$ cat src/rtl/mipi_csi_pkg.sv
// Shared definitions for the CSI-2 frame controller: short-packet codes,
// frame sequencer states and sticky error bit positions.
package mipi_csi_pkg;

    localparam logic [7:0] SYNC_BYTE      = 8'hB8;
    localparam logic [7:0] DT_FRAME_START = 8'h00;
    localparam logic [7:0] DT_FRAME_END   = 8'h01;

    typedef enum logic [2:0] {
        ST_IDLE    = 3'd0,
        ST_WAIT_FS = 3'd1,
        ST_FRAME   = 3'd2,
        ST_LINE    = 3'd3,
        ST_DROP    = 3'd4
    } frame_state_e;

    localparam int ERR_FE_NO_FS    = 0;
    localparam int ERR_FS_IN_FRAME = 1;
    localparam int ERR_LINE_COUNT  = 2;
    localparam int ERR_LINE_LEN    = 3;

endpackage

$ cat src/rtl/mipi_csi_rx_frame_ctrl_16b2lane_if.sv
// Bundle of the frame controller's stream, decoder and framing signals.
// Signal suffixes are from the controller's point of view (_i into it).
// Handshake: there is no backpressure; a beat is consumed on every rising
// clk_i edge where data_valid_i is high, and the decoder sees it only in
// cycles where dec_enable_o is high.
interface mipi_csi_rx_frame_ctrl_16b2lane_if;
    import mipi_csi_pkg::*;

    logic         enable_i;
    logic         data_valid_i;
    logic [31:0]  data_i;
    logic         dec_output_valid_i;
    logic [15:0]  dec_packet_length_i;
    logic [15:0]  expected_lines_i;
    logic         error_clear_i;
    logic         dec_enable_o;
    logic         frame_valid_o;
    logic         line_valid_o;
    logic         frame_start_o;
    logic         frame_end_o;
    logic [15:0]  line_count_o;
    logic [15:0]  frame_count_o;
    logic [3:0]   error_o;
    frame_state_e dbg_state_o;

    // Stimulus side: lane aligner, decoder and control.
    modport master (
        output enable_i, data_valid_i, data_i, dec_output_valid_i,
               dec_packet_length_i, expected_lines_i, error_clear_i,
        input  dec_enable_o, frame_valid_o, line_valid_o, frame_start_o,
               frame_end_o, line_count_o, frame_count_o, error_o, dbg_state_o
    );

    // Frame controller side.
    modport slave (
        input  enable_i, data_valid_i, data_i, dec_output_valid_i,
               dec_packet_length_i, expected_lines_i, error_clear_i,
        output dec_enable_o, frame_valid_o, line_valid_o, frame_start_o,
               frame_end_o, line_count_o, frame_count_o, error_o, dbg_state_o
    );

endinterface

$ cat src/rtl/mipi_csi_short_pkt_detect.sv
// Combinational decode of Frame Start / Frame End short packets from the
// first two bytes of a lane-aligned beat.
module mipi_csi_short_pkt_detect
    import mipi_csi_pkg::*;
(
    input  logic        data_valid_i,
    input  logic [15:0] data_i,
    output logic        fs_o,
    output logic        fe_o
);

    logic sync_hit;

    // Sync byte in lane0 byte0, data type in the following byte.
    always_comb begin
        sync_hit = data_valid_i && (data_i[7:0] == SYNC_BYTE);
        fs_o     = sync_hit && (data_i[15:8] == DT_FRAME_START);
        fe_o     = sync_hit && (data_i[15:8] == DT_FRAME_END);
    end

endmodule

$ cat src/rtl/mipi_csi_rx_frame_ctrl_16b2lane.sv
// Frame-level sequencer for the 2-lane 16-bit-gear CSI-2 receive path.
// Optional feature macro: MIPI_CSI_FRAME_CTRL_LEN_CHECK_EN enables the
// per-frame line-length consistency check (first line's length is latched).
module mipi_csi_rx_frame_ctrl_16b2lane
    import mipi_csi_pkg::*;
#(
    parameter logic [15:0] MAX_LINES = 16'd4096
) (
    input  logic                                clk_i,
    input  logic                                reset_i,
    mipi_csi_rx_frame_ctrl_16b2lane_if.slave    bus
);

    frame_state_e state_q, state_d;
    logic         frame_valid_q, frame_valid_d;
    logic         line_valid_q, line_valid_d;
    logic         frame_start_q, frame_start_d;
    logic         frame_end_q, frame_end_d;
    logic [15:0]  line_count_q, line_count_d;
    logic [15:0]  frame_count_q, frame_count_d;
    logic [3:0]   error_q, error_d, err_set;
    logic         dov_prev_q, dv_prev_q;
    logic         dec_en;
    logic         is_fs, is_fe, dov_rise, line_end;
`ifdef MIPI_CSI_FRAME_CTRL_LEN_CHECK_EN
    logic [15:0]  len_q, len_d;
`endif

    mipi_csi_short_pkt_detect u_short_pkt (
        .data_valid_i (bus.data_valid_i),
        .data_i       (bus.data_i[15:0]),
        .fs_o         (is_fs),
        .fe_o         (is_fe)
    );

    // Next-state, counters, error collection and output pulse generation.
    always_comb begin
        state_d       = state_q;
        line_count_d  = line_count_q;
        frame_count_d = frame_count_q;
        err_set       = '0;
        frame_start_d = 1'b0;
        frame_end_d   = 1'b0;
        line_valid_d  = 1'b0;
        dec_en        = 1'b0;
`ifdef MIPI_CSI_FRAME_CTRL_LEN_CHECK_EN
        len_d         = len_q;
`endif
        dov_rise = bus.dec_output_valid_i && !dov_prev_q;
        // The decoder drops output_valid when the aligner stream stops, so a
        // falling data_valid_i also closes the line.
        line_end = !bus.dec_output_valid_i || (dv_prev_q && !bus.data_valid_i);

        case (state_q)
            ST_IDLE: begin
                if (bus.enable_i) state_d = ST_WAIT_FS;
            end
            ST_WAIT_FS: begin
                if (!bus.enable_i) begin
                    state_d = ST_IDLE;
                end else if (is_fs) begin
                    state_d       = ST_FRAME;
                    frame_start_d = 1'b1;
                    line_count_d  = '0;
                end else if (is_fe) begin
                    err_set[ERR_FE_NO_FS] = 1'b1;
                end
            end
            ST_FRAME: begin
                dec_en = bus.data_valid_i;
                if (is_fs) begin
                    err_set[ERR_FS_IN_FRAME] = 1'b1;
                    state_d = ST_DROP;
                end else if (is_fe) begin
                    frame_end_d = 1'b1;
                    if ((bus.expected_lines_i != 16'd0) &&
                        (line_count_q != bus.expected_lines_i)) begin
                        err_set[ERR_LINE_COUNT] = 1'b1;
                    end else begin
                        frame_count_d = frame_count_q + 16'd1;
                    end
                    state_d = bus.enable_i ? ST_WAIT_FS : ST_IDLE;
                end else if (dov_rise) begin
                    state_d      = ST_LINE;
                    line_valid_d = 1'b1;
`ifdef MIPI_CSI_FRAME_CTRL_LEN_CHECK_EN
                    if (line_count_q == 16'd0) begin
                        len_d = bus.dec_packet_length_i;
                    end else if (bus.dec_packet_length_i != len_q) begin
                        err_set[ERR_LINE_LEN] = 1'b1;
                        state_d      = ST_DROP;
                        line_valid_d = 1'b0;
                    end
`endif
                end
            end
            ST_LINE: begin
                dec_en = bus.data_valid_i;
                if (line_end) begin
                    if (line_count_q >= MAX_LINES) begin
                        err_set[ERR_LINE_LEN] = 1'b1;
                        state_d = ST_DROP;
                    end else begin
                        line_count_d = line_count_q + 16'd1;
                        state_d      = ST_FRAME;
                    end
                end else begin
                    line_valid_d = 1'b1;
                end
            end
            ST_DROP: begin
                // Let short packets reach the decoder so it stays in sync.
                dec_en = is_fs || is_fe;
                if (is_fe) state_d = ST_WAIT_FS;
            end
            default: state_d = ST_IDLE;
        endcase

        frame_valid_d = (state_d == ST_FRAME) || (state_d == ST_LINE);
        error_d       = (bus.error_clear_i ? 4'b0000 : error_q) | err_set;
    end

    // State and registered outputs; reset drops everything immediately.
    always_ff @(posedge clk_i or posedge reset_i) begin
        if (reset_i) begin
            state_q       <= ST_IDLE;
            frame_valid_q <= 1'b0;
            line_valid_q  <= 1'b0;
            frame_start_q <= 1'b0;
            frame_end_q   <= 1'b0;
            line_count_q  <= '0;
            frame_count_q <= '0;
            error_q       <= '0;
            dov_prev_q    <= 1'b0;
            dv_prev_q     <= 1'b0;
`ifdef MIPI_CSI_FRAME_CTRL_LEN_CHECK_EN
            len_q         <= '0;
`endif
        end else begin
            state_q       <= state_d;
            frame_valid_q <= frame_valid_d;
            line_valid_q  <= line_valid_d;
            frame_start_q <= frame_start_d;
            frame_end_q   <= frame_end_d;
            line_count_q  <= line_count_d;
            frame_count_q <= frame_count_d;
            error_q       <= error_d;
            dov_prev_q    <= bus.dec_output_valid_i;
            dv_prev_q     <= bus.data_valid_i;
`ifdef MIPI_CSI_FRAME_CTRL_LEN_CHECK_EN
            len_q         <= len_d;
`endif
        end
    end

    // Output drive.
    always_comb begin
        bus.dec_enable_o  = dec_en;
        bus.frame_valid_o = frame_valid_q;
        bus.line_valid_o  = line_valid_q;
        bus.frame_start_o = frame_start_q;
        bus.frame_end_o   = frame_end_q;
        bus.line_count_o  = line_count_q;
        bus.frame_count_o = frame_count_q;
        bus.error_o       = error_q;
        bus.dbg_state_o   = state_q;
    end

endmodule

$ cat src/flat_wrapper.sv
// flat-port wrapper written by rule: the top's interface ports become plain ports
module mipi_csi_rx_frame_ctrl_16b2lane_flat import mipi_csi_pkg::*;
#(
    parameter logic [15:0] MAX_LINES = 16'd4096
)
  (clk_i, reset_i, bus_enable_i, bus_data_valid_i, bus_data_i, bus_dec_output_valid_i, bus_dec_packet_length_i, bus_expected_lines_i, bus_error_clear_i, bus_dec_enable_o, bus_frame_valid_o, bus_line_valid_o, bus_frame_start_o, bus_frame_end_o, bus_line_count_o, bus_frame_count_o, bus_error_o, bus_dbg_state_o);
  mipi_csi_rx_frame_ctrl_16b2lane_if bus_i ();
  input  logic clk_i;
  input  logic reset_i;
  input wire logic [$bits(bus_i.enable_i)-1:0] bus_enable_i;
  input wire logic [$bits(bus_i.data_valid_i)-1:0] bus_data_valid_i;
  input wire logic [$bits(bus_i.data_i)-1:0] bus_data_i;
  input wire logic [$bits(bus_i.dec_output_valid_i)-1:0] bus_dec_output_valid_i;
  input wire logic [$bits(bus_i.dec_packet_length_i)-1:0] bus_dec_packet_length_i;
  input wire logic [$bits(bus_i.expected_lines_i)-1:0] bus_expected_lines_i;
  input wire logic [$bits(bus_i.error_clear_i)-1:0] bus_error_clear_i;
  output wire logic [$bits(bus_i.dec_enable_o)-1:0] bus_dec_enable_o;
  output wire logic [$bits(bus_i.frame_valid_o)-1:0] bus_frame_valid_o;
  output wire logic [$bits(bus_i.line_valid_o)-1:0] bus_line_valid_o;
  output wire logic [$bits(bus_i.frame_start_o)-1:0] bus_frame_start_o;
  output wire logic [$bits(bus_i.frame_end_o)-1:0] bus_frame_end_o;
  output wire logic [$bits(bus_i.line_count_o)-1:0] bus_line_count_o;
  output wire logic [$bits(bus_i.frame_count_o)-1:0] bus_frame_count_o;
  output wire logic [$bits(bus_i.error_o)-1:0] bus_error_o;
  output wire logic [$bits(bus_i.dbg_state_o)-1:0] bus_dbg_state_o;
  assign bus_i.enable_i = bus_enable_i;
  assign bus_i.data_valid_i = bus_data_valid_i;
  assign bus_i.data_i = bus_data_i;
  assign bus_i.dec_output_valid_i = bus_dec_output_valid_i;
  assign bus_i.dec_packet_length_i = bus_dec_packet_length_i;
  assign bus_i.expected_lines_i = bus_expected_lines_i;
  assign bus_i.error_clear_i = bus_error_clear_i;
  assign bus_dec_enable_o = bus_i.dec_enable_o;
  assign bus_frame_valid_o = bus_i.frame_valid_o;
  assign bus_line_valid_o = bus_i.line_valid_o;
  assign bus_frame_start_o = bus_i.frame_start_o;
  assign bus_frame_end_o = bus_i.frame_end_o;
  assign bus_line_count_o = bus_i.line_count_o;
  assign bus_frame_count_o = bus_i.frame_count_o;
  assign bus_error_o = bus_i.error_o;
  assign bus_dbg_state_o = bus_i.dbg_state_o;
  mipi_csi_rx_frame_ctrl_16b2lane #(.MAX_LINES(MAX_LINES)) u_core (.clk_i(clk_i), .reset_i(reset_i), .bus(bus_i));
endmodule
$ cat config.mk
export PLATFORM = sky130hd
export DESIGN_NAME = mipi_csi_rx_frame_ctrl_16b2lane_flat
export DESIGN_NICKNAME = d
export VERILOG_FILES = /design/src/rtl/mipi_csi_pkg.sv /design/src/rtl/mipi_csi_rx_frame_ctrl_16b2lane_if.sv /design/src/rtl/mipi_csi_short_pkt_detect.sv /design/src/rtl/mipi_csi_rx_frame_ctrl_16b2lane.sv /design/src/flat_wrapper.sv
export SDC_FILE = /design/constraint.sdc
export NUM_CORES = 1
export LEC_CHECK = 0
export BUFFER_PORTS_ARGS = -buffer_cell sky130_fd_sc_hd__buf_2
export CAP_MARGIN = 20
export CORE_MARGIN = 2
export CORE_UTILIZATION = 45
export CTS_CLUSTER_DIAMETER = 200
export CTS_CLUSTER_SIZE = 12
export DETAILED_ROUTE_END_ITERATION = 8
export PLACE_DENSITY = 0.87
export SYNTH_ARGS = -nofsm -noshare
export SYNTH_HDL_FRONTEND = slang
export SYNTH_SLANG_ARGS = --single-unit
$ cat constraint.sdc
create_clock -name clk_i -period 4.1 [get_ports clk_i]
set_input_delay 1.23 -clock clk_i [delete_from_list [all_inputs] [get_ports clk_i]]
set_output_delay 1.23 -clock clk_i [all_outputs]
set_load 0.02 [all_outputs]
Word level (Yosys, flattened, before mapping) --
Cells that the tools add are included.
Operators by class: order comparisons 1, equal/unequal tests 13, bitwise operators 3, reductions and logical operators 19, add/subtract/negate cells 2, multiplexer cells 38
Operators by type and width (number):
- $mux 16 | 4
- $add 16x1->16 const B | 2
- $pmux 16 s2 | 1
- $mux 3 | 9
- $mux 1 | 19
- $ge 16x13->1 const B | 1
- $ne 16x16->1 | 1
- $reduce_bool 16->1 | 1
- $pmux 3 s5 | 1
- $eq 3x2->1 const B | 4
- $eq 8x1->1 const B | 1
- $eq 8x8->1 const B | 1
- $logic_not 8->1 | 1
- $logic_and 1x1->1 | 6
- $reduce_and 5->1 | 1
- $mux 4 | 1
- $ne 2x1->1 const B | 2
- $ne 2x2->1 const B | 2
- $or 4x4->4 | 1
- $pmux 1 s2 | 2
- $reduce_and 4->1 | 1
- $eq 3x1->1 const B | 1
- $eq 3x3->1 const B | 1
- $logic_not 1->1 | 3
- 6 further kinds | 9
Storage, ports and cells: register bits 45, output and inout bits 44, word-level logic and storage cells 86, bits of input ports 70

Depth between registers and ports, before layout --
Gate-level depths: netlist (run 1).
depth after elaboration 8, gate-level depth with buffers 8, gate-level depth less buffers 6

Modules after synthesis --
Synthesis (run 1) repeated with hierarchy kept, for this count alone.
Second synthesis, totals: cells, all modules 240, area, all modules 2434.8 µm²
Modules (own cells, without submodules):
- mipi_csi_rx_frame_ctrl_16b2lane | sequential area each 1126.1 µm², instances 1, cells an instance 232, area each 2369.8 µm²
- mipi_csi_short_pkt_detect | sequential area each 0.0 µm², instances 1, cells an instance 8, area each 65.1 µm²

Least setup slack after synthesis (run 1) --
OpenSTA, ideal clock, no wires.
path type input -> output, from input bus_data_i[9], to output bus_dec_enable_o, buffers on the path 0, required time 2.870 ns, slack 0.066 ns, data arrival time 2.804 ns, stages 4, cell sequence or4b_4 -> nor4_4 -> nand2_1 -> o22ai_1
On the way: cells in the longest elaborated chain, start to end 4, elaborated cells on any way between the ends 6, classes of those cells eq/ne: 1; mux: 1; reduce/logical: 4
Ends and longest elaborated chain:
- from (decl) | RTL line flat_wrapper.sv:12 | input wire logic [$bits(bus_i.data_i)-1:0] bus_data_i;
- $eq 8x1->1 / $logic_not 8->1 (equally long branches) | RTL line mipi_csi_short_pkt_detect.sv:18, mipi_csi_short_pkt_detect.sv:17
- $logic_and 1x1->1 (on tied branches) | RTL line mipi_csi_short_pkt_detect.sv:18, mipi_csi_short_pkt_detect.sv:17
- $logic_or 1x1->1 * | RTL line mipi_csi_rx_frame_ctrl_16b2lane.sv:113 | dec_en = is_fs || is_fe;
- $pmux 1 s2 * | RTL line mipi_csi_rx_frame_ctrl_16b2lane.sv:54 | case (state_q)
- to (decl) | RTL line flat_wrapper.sv:17 | output wire logic [$bits(bus_i.dec_enable_o)-1:0] bus_dec_enable_o;
Every way passes the cells marked *; elsewhere a longest branch is shown, timed or not.

Worst setup path after layout (run 1) --
Same ends and word-level chain as after synthesis.

==> impl_metrics.ini, run 1 <==
[run_status]
outcome = complete, no violations

[detailed_routing]
post_drt_wl_per_cell_um = 14.8
drc = 0
detailroute.via_count = 2225
drtIter0Drc = 216
firstDrtPassIters = 4
postRouteWirelength_um = 6010
ant_nets = 0
wl_met3_um = 358
met2WireLength_um = 2860
highest_metal_layer_with_signal_wires = met4
detail_route.vias_per_cell = 5.47
routedLengthMet1_um = 2680

[global_routing]
antenna_found_initial = 0
grt_start_max_net_pins = 24
grt_first_pass_wirelength_um = 9910
grtUsageTotal = 0.209
globalRoute.totalOverflow = 0
grt_pass1_vias = 2071

[sta]
setup_tns_ns = 0
layout_worst_path_cycle_share = 0.928
final.setup_skew_ns = 0.00492
setup_repair_after_global_routing_missed_its_margin = no
maxSlewViolCount = 0
max-slew-margin-rel = 0.464
max_freq_mhz = 263
worstMarginPinSlew_ns = 0.799
minimum_clock_period_after_layout_ns = 3.81
final.hold.worst_slack_ns = 0.485
setup_slack_ns = 0.295
setup_viol = 0
hold_viol = 0

[finish]
post_route_cells_drive_above_1_share = 0.300
diodes = 0
design.final.nets = 409
stdcell_area_um2 = 3010
seq_area_um2 = 1130
nFillCells = 469
post-route-util = 0.586
area_of_the_multi_input_gates_um2 = 1220
layoutNonFillerInstCount = 407
flow.area_growth_from_synthesis_pct = 24.6
mostFrequentLayoutCell = sky130_fd_sc_hd__buf_2
final_cell_mix = sky130_fd_sc_hd__buf_2 (81), sky130_fd_sc_hd__dfrtp_1 (45), sky130_fd_sc_hd__nand2_1 (21)

[critical_path]
worst-r2r-setup-slack_ns = 1.39
end_kind = output pin
timing.setup.critical_path_class = input pin to output pin
critical_path.max_fanout = 2
critical_path_arrival_ns = 2.58
worst-endpoint-required_ns = 2.87
worst_setup_path_start_kind = input pin

[power]
intPower_uw = 625
part_of_the_power_in_the_clock_network = 0.367
power.combinational.fraction = 0.077
fin_total_pwr_uw = 816
power_switching_uw = 190
leakagePower_nw = 1.52
sw_ratio = 0.233
power_density_nw_per_um2 = 271
power_frac_seq = 0.556
ir_worst_vdd_mv = 0.129

[placement]
hpwl_reported_at_the_end_of_detailed_placement_um = 4620
place_area_um2 = 2910
portBuffers = 81
dpl_cells = 399
gpl_wtd_cong = 0.858
dp_slack_ns = 0.281

[clocking]
clock_path_buffers = 2
cts_tree = built
post_cts.repair.setup_buffers = 0
clock-root-buffer = sky130_fd_sc_hd__clkbuf_8
cts_hold_buf = 0
source_to_sink_clock_delay_at_the_later_pin_of_the_worst_skew_pair_ns = 0.29
cts_repair_resize_count = 0
htree_levels = 2
cts_inserted_buffers = 5
worst_setup_hold_path_clk_slew_ns = 0.08
clock_sink_count = 45

[synthesis]
instance_count_of_the_mapped_netlist = 251
synth_top_area_share = 0.466
yosys_most_used_dff = sky130_fd_sc_hd__dfrtp_1
syn_nets = 324
ys_ff_latch = 45
post_synth_main_area_contributors = sky130_fd_sc_hd__dfrtp_1 (47%), sky130_fd_sc_hd__xor2_1 (6.2%), sky130_fd_sc_hd__xnor2_1 (5.1%)
synth-seq-area-share = 0.466
post-synth-top-area-cell = sky130_fd_sc_hd__dfrtp_1
synth-edff-count = 0
yosys.cell_types.count = 47
synthesis.area_um2 = 2420
yosys_warnings = 0
post_synth.cell_area_avg_um2 = 9.63
async_reset_ff_frac = 1.00

[floorplan]
initial_core_util = 0.470
die_extent_in_y_um = 77.3
design.core.area_um2 = 5140
die_area_um2 = 5970
placementRows = 26
boundaryPins = 114
die_width_um = 77.3

[min_path]
worst_hold_path_type = flip-flop to flip-flop

[run]
maxCapViolCount = 0
-- cell families (layout without fill, tap and decap cells) --
logic type | count (synthesis) | in the layout | synth area share
AO/OA/AOI/OAI | 43 | 43 | 0.106
XOR/XNOR | 31 | 31 | 0.112
adder cells (fa/ha/maj) | 3 | 3 | 0.0155
buffers and inverters | 19 | 105 | 0.0311
flip-flops | 45 | 45 | 0.466
multiplexers | 1 | 1 | 0.00466
AND/OR/NAND/NOR | 109 | 109 | 0.265
-- cells in the mapped netlist, types with 3 or more instances --
cell type / instances
sky130_fd_sc_hd__a21oi_1: 5
sky130_fd_sc_hd__nand2_1: 21
sky130_fd_sc_hd__a31oi_1: 3
sky130_fd_sc_hd__nor2_1: 14
sky130_fd_sc_hd__nor3_1: 3
sky130_fd_sc_hd__dfrtp_1: 45
sky130_fd_sc_hd__o21ai_0: 18
sky130_fd_sc_hd__xnor2_1: 14
sky130_fd_sc_hd__or4_1: 4
sky130_fd_sc_hd__nand4_1: 11
sky130_fd_sc_hd__nand3_1: 18
sky130_fd_sc_hd__xor2_1: 17
sky130_fd_sc_hd__nor2b_1: 3
sky130_fd_sc_hd__and2b_1: 3
sky130_fd_sc_hd__inv_1: 12
sky130_fd_sc_hd__and3_1: 5
sky130_fd_sc_hd__nor4_1: 8
sky130_fd_sc_hd__and2_1: 3
sky130_fd_sc_hd__clkbuf_1: 6
sky130_fd_sc_hd__o22ai_1: 4
sky130_fd_sc_hd__ha_1: 3
-- worst max-delay path: stages --
cell	delay (ns)
sky130_fd_sc_hd__buf_2	0.10
sky130_fd_sc_hd__or4b_4	0.54
sky130_fd_sc_hd__nor4_4	0.28
sky130_fd_sc_hd__nand2_1	0.10
sky130_fd_sc_hd__o22ai_1	0.14
sky130_fd_sc_hd__buf_2	0.19
-- registers in the layout (all words and copies together), names as in the netlist --
register,flops
u_core.bus.dbg_state_o,3
u_core.bus.frame_end_o,1
u_core.bus.line_count_o,16
u_core.bus.line_valid_o,1
u_core.dov_prev_q,1
u_core.bus.error_o,4
u_core.bus.frame_valid_o,1
u_core.bus.frame_count_o,16
u_core.dv_prev_q,1
u_core.bus.frame_start_o,1
-- layout make-up --
cell class | instances | area share
timing repair buffer | 85 | 0.145
inverter | 12 | 0.0150
clock inverter | 1 | 0.00166
clock buffer | 7 | 0.0320
multi-input combinational | 187 | 0.404
tap | 70 | 0.0291
sequential | 45 | 0.374
-- power groups by stage --
stage | registers (mW) | logic, mW | clock network [mW]
after floorplan | 0.463 | 0.0294 | 0
after global placement | 0.462 | 0.0614 | 0
after detailed placement | 0.462 | 0.0634 | 0
after CTS | 0.453 | 0.0636 | 0.303
after global routing | 0.454 | 0.0702 | 0.325
final | 0.453 | 0.0631 | 0.299
-- final timing paths --
kind,start,end,cells after the start
hold / removal,u_core.bus.frame_count_o[15],u_core.bus.frame_count_o[15],1
setup reg to reg,u_core.bus.dbg_state_o[1],u_core.bus.line_count_o[4],6
setup / recovery,bus_data_i[9],bus_dec_enable_o,6
hold reg to reg,u_core.bus.frame_count_o[15],u_core.bus.frame_count_o[15],1
min in group asynchronous,reset_i,u_core.bus.error_o[2],2
max in group asynchronous,reset_i,u_core.bus.line_count_o[13],3
-- routing by layer --
metal / track usage / vias up
met5: 0 / -
met4: 0.0804 / 0
met3: 0.0459 / 10
met2: 0.323 / 100
met1: 0.286 / 1042
li1: - / 1073
(Power assumes the default switching activity.)
==> inputs of run 2 (changes only) <==
--- a/config.mk
+++ b/config.mk
@@ -10,9 +10,10 @@
 export CORE_MARGIN = 2
 export CORE_UTILIZATION = 45
 export CTS_CLUSTER_DIAMETER = 200
-export CTS_CLUSTER_SIZE = 12
+export CTS_CLUSTER_SIZE = 16
 export DETAILED_ROUTE_END_ITERATION = 8
 export PLACE_DENSITY = 0.87
+export RECOVER_POWER = 100
 export SYNTH_ARGS = -nofsm -noshare
 export SYNTH_HDL_FRONTEND = slang
 export SYNTH_SLANG_ARGS = --single-unit
==> run 2 against run 1 <==
Maximum frequency decreased by 1.1%. Non-clock buffer count did not move. Clock skew is essentially flat. Final cell count unchanged. Sequential share of layout area grew 0.99 points. Critical path depth unchanged. Flip-flop and latch count unchanged. Sequential power about the same. Clock power is essentially flat. Combinational power down 3.2%. Largest cell class unchanged. Largest power group unchanged.
==> impl_metrics.ini, run 2 (synthesized netlist as in run 1, its figures left out) <==
[finish]
diodes = 0
mostFrequentLayoutCell = sky130_fd_sc_hd__clkbuf_1
final_cell_mix = sky130_fd_sc_hd__clkbuf_1 (49), sky130_fd_sc_hd__dfrtp_1 (45), sky130_fd_sc_hd__buf_2 (35)
post_route_cells_drive_above_1_share = 0.148
design.final.nets = 409
nFillCells = 504
flow.area_growth_from_synthesis_pct = 21.4
stdcell_area_um2 = 2930
layoutNonFillerInstCount = 407

[clocking]
clock_path_buffers = 2
cts_tree = built
post_cts.repair.setup_buffers = 0
clock-root-buffer = sky130_fd_sc_hd__clkbuf_8
source_to_sink_clock_delay_at_the_later_pin_of_the_worst_skew_pair_ns = 0.30
cts_repair_resize_count = 0
clock_sink_count = 45
cts_hold_buf = 0
worst_setup_hold_path_clk_slew_ns = 0.08
cts_inserted_buffers = 5
htree_levels = 2

[run]
maxCapViolCount = 0

[placement]
dpl_cells = 399
gpl_wtd_cong = 0.858
place_area_um2 = 2910
portBuffers = 81
hpwl_reported_at_the_end_of_detailed_placement_um = 4620

[floorplan]
die_extent_in_y_um = 77.3
boundaryPins = 114
die_area_um2 = 5970
initial_core_util = 0.470
die_width_um = 77.3
design.core.area_um2 = 5140
placementRows = 26

[power]
leakagePower_nw = 1.32
fin_total_pwr_uw = 815
ir_worst_vdd_mv = 0.130
part_of_the_power_in_the_clock_network = 0.369
power_density_nw_per_um2 = 278
power_switching_uw = 191
sw_ratio = 0.235
power_frac_seq = 0.556
power.combinational.fraction = 0.075
intPower_uw = 624

[detailed_routing]
firstDrtPassIters = 4
drtIter0Drc = 159
routedLengthMet1_um = 2690
highest_metal_layer_with_signal_wires = met4
met2WireLength_um = 2880
drc = 0
detailroute.via_count = 2217
wl_met3_um = 344
postRouteWirelength_um = 6030
post_drt_wl_per_cell_um = 14.8
detail_route.vias_per_cell = 5.45
ant_nets = 0

[sta]
layout_worst_path_cycle_share = 0.938
minimum_clock_period_after_layout_ns = 3.85
setup_repair_after_global_routing_missed_its_margin = no
setup_tns_ns = 0
hold_viol = 0
setup_viol = 0
max_freq_mhz = 260
maxSlewViolCount = 0
max-slew-margin-rel = 0.154
final.setup_skew_ns = 0.00498
worstMarginPinSlew_ns = 1.27

[global_routing]
grt_first_pass_wirelength_um = 9910
grt_pass1_vias = 2071
antenna_found_initial = 0
grt_start_max_net_pins = 24
grtUsageTotal = 0.209
globalRoute.totalOverflow = 0

[run_status]
outcome = complete, no violations

[min_path]
worst_hold_path_type = flip-flop to flip-flop

[critical_path]
critical_path.max_fanout = 2
timing.setup.critical_path_class = input pin to output pin
worst-endpoint-required_ns = 2.87
critical_path_arrival_ns = 2.62
end_kind = output pin
worst_setup_path_start_kind = input pin
-- run 2: changes by cell type in the layout (fill, tap and decap cells not counted), sizes merged --
cell    change
buf        -50
clkbuf     +50
-- run 2: area by class of cell --
cell class | instances | area [um^2] | share of cell area
repair buffers | 85 | 364 | 0.124
inverters | 12 | 45.0 | 0.0154
well taps | 70 | 87.6 | 0.0299
clock buffers | 7 | 96.3 | 0.0328
multi-input cells | 187 | 1210 | 0.412
flip-flops and latches | 45 | 1130 | 0.384
clock inverters | 1 | 5.00 | 0.00171
-- run 2: metal layers --
| layer | vias up | GRT usage |
|---|---|---|
| met5 | - | 0 |
| met4 | 0 | 0.0804 |
| met3 | 11 | 0.0459 |
| met2 | 86 | 0.323 |
| met1 | 1045 | 0.286 |
| li1 | 1075 | - |
-- run 2: power groups by stage --
stage / Combinational, mW / Sequential [mW] / Clock, mW
floorplan: 0.0294 / 0.463 / 0
global route: 0.0683 / 0.454 / 0.325
finish: 0.0611 / 0.453 / 0.300
CTS: 0.0636 / 0.453 / 0.303
global placement: 0.0614 / 0.462 / 0
detailed placement: 0.0634 / 0.462 / 0
-- run 2: worst max-delay path, stage by stage --
cell and delay [ns]:
sky130_fd_sc_hd__buf_2 0.09, sky130_fd_sc_hd__or4b_1 0.57, sky130_fd_sc_hd__nor4_4 0.28, sky130_fd_sc_hd__nand2_1 0.10, sky130_fd_sc_hd__o22ai_1 0.14, sky130_fd_sc_hd__clkbuf_2 0.20
-- run 2: worst paths after layout --
kind                                               from                           end  cells after the start  slack, ns
max                                       bus_data_i[9]              bus_dec_enable_o                      6       0.25
min                        u_core.bus.frame_count_o[15]  u_core.bus.frame_count_o[15]                      1       0.49
max reg2reg                   u_core.bus.dbg_state_o[1]    u_core.bus.line_count_o[4]                      6       1.30
min reg2reg                u_core.bus.frame_count_o[15]  u_core.bus.frame_count_o[15]                      1       0.49
max in group asynchronous                       reset_i         u_core.bus.error_o[1]                      3       1.57
min in group asynchronous                       reset_i         u_core.bus.error_o[2]                      2       0.97
-- run 2: stage by stage --
| stage | utilization | hold slack (ns) | setup WS [ns] |
|---|---|---|---|
| 3_5_place_dp | 0.566 | 0.475 | 0.281 |
| 4_1_cts | 0.586 | 0.491 | 0.281 |
| 6_report | 0.571 | 0.487 | 0.253 |
| 2_1_floorplan | - | 0.559 | 0.0658 |
| 5_1_grt | 0.571 | 0.515 | 0.108 |
| 3_3_place_gp | 0.566 | 0.458 | 0.290 |
==> inputs of run 3 (changes only) <==
--- a/config.mk
+++ b/config.mk
@@ -12,7 +12,7 @@
 export CTS_CLUSTER_DIAMETER = 200
 export CTS_CLUSTER_SIZE = 16
 export DETAILED_ROUTE_END_ITERATION = 8
-export PLACE_DENSITY = 0.87
+export PLACE_DENSITY_LB_ADDON = 0.1
 export RECOVER_POWER = 100
 export SYNTH_ARGS = -nofsm -noshare
 export SYNTH_HDL_FRONTEND = slang
==> run 3 against run 2 <==
Critical path depth unchanged. Sequential power about the same. Flip-flop and latch count unchanged. Count of clock-buffer cells in the layout unchanged. Routed wire length decreased by 4.4%. Power increased by 5.3%. Register-to-register slack improved by 0.21 ns. Worst hold slack got worse by 0.0059 ns. Clock power increased by 15%. Non-clock buffer count increased by 1. First-iteration DRC count decreased by 31%. Largest cell class unchanged. Highest routed layer unchanged.
==> impl_metrics.ini, run 3 (synthesized netlist as in run 1, its figures left out) <==
[run_status]
outcome = complete, no violations

[finish]
post_route_cells_drive_above_1_share = 0.145
flow.area_growth_from_synthesis_pct = 21.8
nFillCells = 494
post-route-util = 0.573
area_of_the_multi_input_gates_um2 = 1200
diodes = 0
design.final.nets = 410
stdcell_area_um2 = 2950
final_cell_mix = sky130_fd_sc_hd__clkbuf_1 (50), sky130_fd_sc_hd__dfrtp_1 (45), sky130_fd_sc_hd__buf_2 (36)
mostFrequentLayoutCell = sky130_fd_sc_hd__clkbuf_1
seq_area_um2 = 1130

[sta]
minimum_clock_period_after_layout_ns = 3.85
layout_worst_path_cycle_share = 0.939
setup_repair_after_global_routing_missed_its_margin = no
maxSlewViolCount = 0
final.setup_skew_ns = 0.00773
max-slew-margin-rel = 0.166
worstMarginPinSlew_ns = 1.25
max_freq_mhz = 260
setup_tns_ns = 0
final.hold.worst_slack_ns = 0.481
setup_viol = 0
hold_viol = 0

[clocking]
worst_setup_hold_path_clk_slew_ns = 0.08
post_cts.repair.setup_buffers = 0
clock_path_buffers = 2
htree_levels = 2
source_to_sink_clock_delay_at_the_later_pin_of_the_worst_skew_pair_ns = 0.29
cts_tree = built
cts_hold_buf = 0
cts_inserted_buffers = 5
cts_repair_resize_count = 0
clock-root-buffer = sky130_fd_sc_hd__clkbuf_8
clock_sink_count = 45

[floorplan]
design.core.area_um2 = 5140
die_area_um2 = 5970
placementRows = 26
boundaryPins = 114
die_extent_in_y_um = 77.3
die_width_um = 77.3
initial_core_util = 0.470

[global_routing]
grtUsageTotal = 0.207
antenna_found_initial = 0
grt_first_pass_wirelength_um = 10000
globalRoute.totalOverflow = 0
grt_start_max_net_pins = 25
grt_pass1_vias = 2156

[critical_path]
critical_path_arrival_ns = 2.62
crit-reg2reg-capture = u_core.bus.line_count_o[4]
end_kind = output pin
worst_path_largest_cell_delay_ns = 0.56
worst-r2r-setup-slack_ns = 1.51
worst_setup_path_start_kind = input pin
critical_path.max_fanout = 2
crit_end = bus_dec_enable_o
critical-path-top-cell-by-count = sky130_fd_sc_hd__buf_2
timing.critical_path.slowest_stage_cell = sky130_fd_sc_hd__or4b_1
rr_worst_depth = 7
worstPathCellList = buf_2 -> or4b_1 -> nor4_4 -> nand2_1 -> o22ai_1 -> buf_2
timing.setup.critical_path_class = input pin to output pin
cp-startpoint = bus_data_i[9]
r2r-start = u_core.bus.dbg_state_o[1]
worst-endpoint-required_ns = 2.87

[detailed_routing]
postRouteWirelength_um = 5770
detail_route.vias_per_cell = 5.36
post_drt_wl_per_cell_um = 14.1
ant_nets = 0
detailroute.via_count = 2187
firstDrtPassIters = 5
drc = 0
drtIter0Drc = 110

[power]
ir_worst_vdd_mv = 0.141
power_density_nw_per_um2 = 291
leakagePower_nw = 1.32
fin_total_pwr_uw = 858

[run]
maxCapViolCount = 0

[placement]
gpl_wtd_cong = 0.870
place_area_um2 = 2920
portBuffers = 81
hpwl_reported_at_the_end_of_detailed_placement_um = 4320

[min_path]
worst_hold_path_type = flip-flop to flip-flop
min_path_cells = 1
-- run 3: cell types whose count changed in the layout (fill, tap and decap cells not counted), sizes merged --
cell,change
clkbuf,-1
clkinv,-1
buf,+2
bufinv,+1
-- run 3: through the flow --
stage	instances	worst slack, ns
final	408	0.250
after detailed placement	400	0.280
after global routing	408	0.133
after CTS	408	0.275
after floorplan	251	0.0658
after global placement	400	0.282
-- run 3: final cells by class --
cell class,instances,area share
Timing Repair Buffer,86,0.126
Clock buffer,7,0.0293
Sequential cell,45,0.382
Clock inverter,1,0.0102
Tap cell,70,0.0297
Inverter,12,0.0153
Multi-Input combinational cell,187,0.407
-- run 3: how the worst min path moves through the flow --
stage,start,endpoint,slack (ns)
4_1_cts,u_core.bus.frame_count_o[15],u_core.bus.frame_count_o[15],0.48
3_5_place_dp,u_core.bus.frame_count_o[15],u_core.bus.frame_count_o[15],0.47
5_1_grt,u_core.bus.frame_count_o[15],u_core.bus.frame_count_o[15],0.51
6_report,u_core.bus.frame_count_o[15],u_core.bus.frame_count_o[15],0.48
3_3_place_gp,u_core.bus.frame_count_o[15],u_core.bus.frame_count_o[15],0.46
2_1_floorplan,u_core.dov_prev_q,u_core.bus.line_valid_o,0.56
-- run 3: power by group --
group	switching, mW	internal (mW)
Clock	0.147	0.199
Sequential	0.00660	0.447
Combinational	0.0352	0.0242
-- run 3: worst max-delay path: cells and delay by family --
kind            cells  cell delay (ns)
compound gates      1             0.13
simple gates        3             0.97
buf+inv             2             0.28
-- run 3: per-layer routing --
layer  share of wire  track usage  wire (um)
met3           0.055       0.0459        317
met5               0            0          0
met4           0.018       0.0732        106
met1            0.45        0.279       2620
met2            0.47        0.330       2730
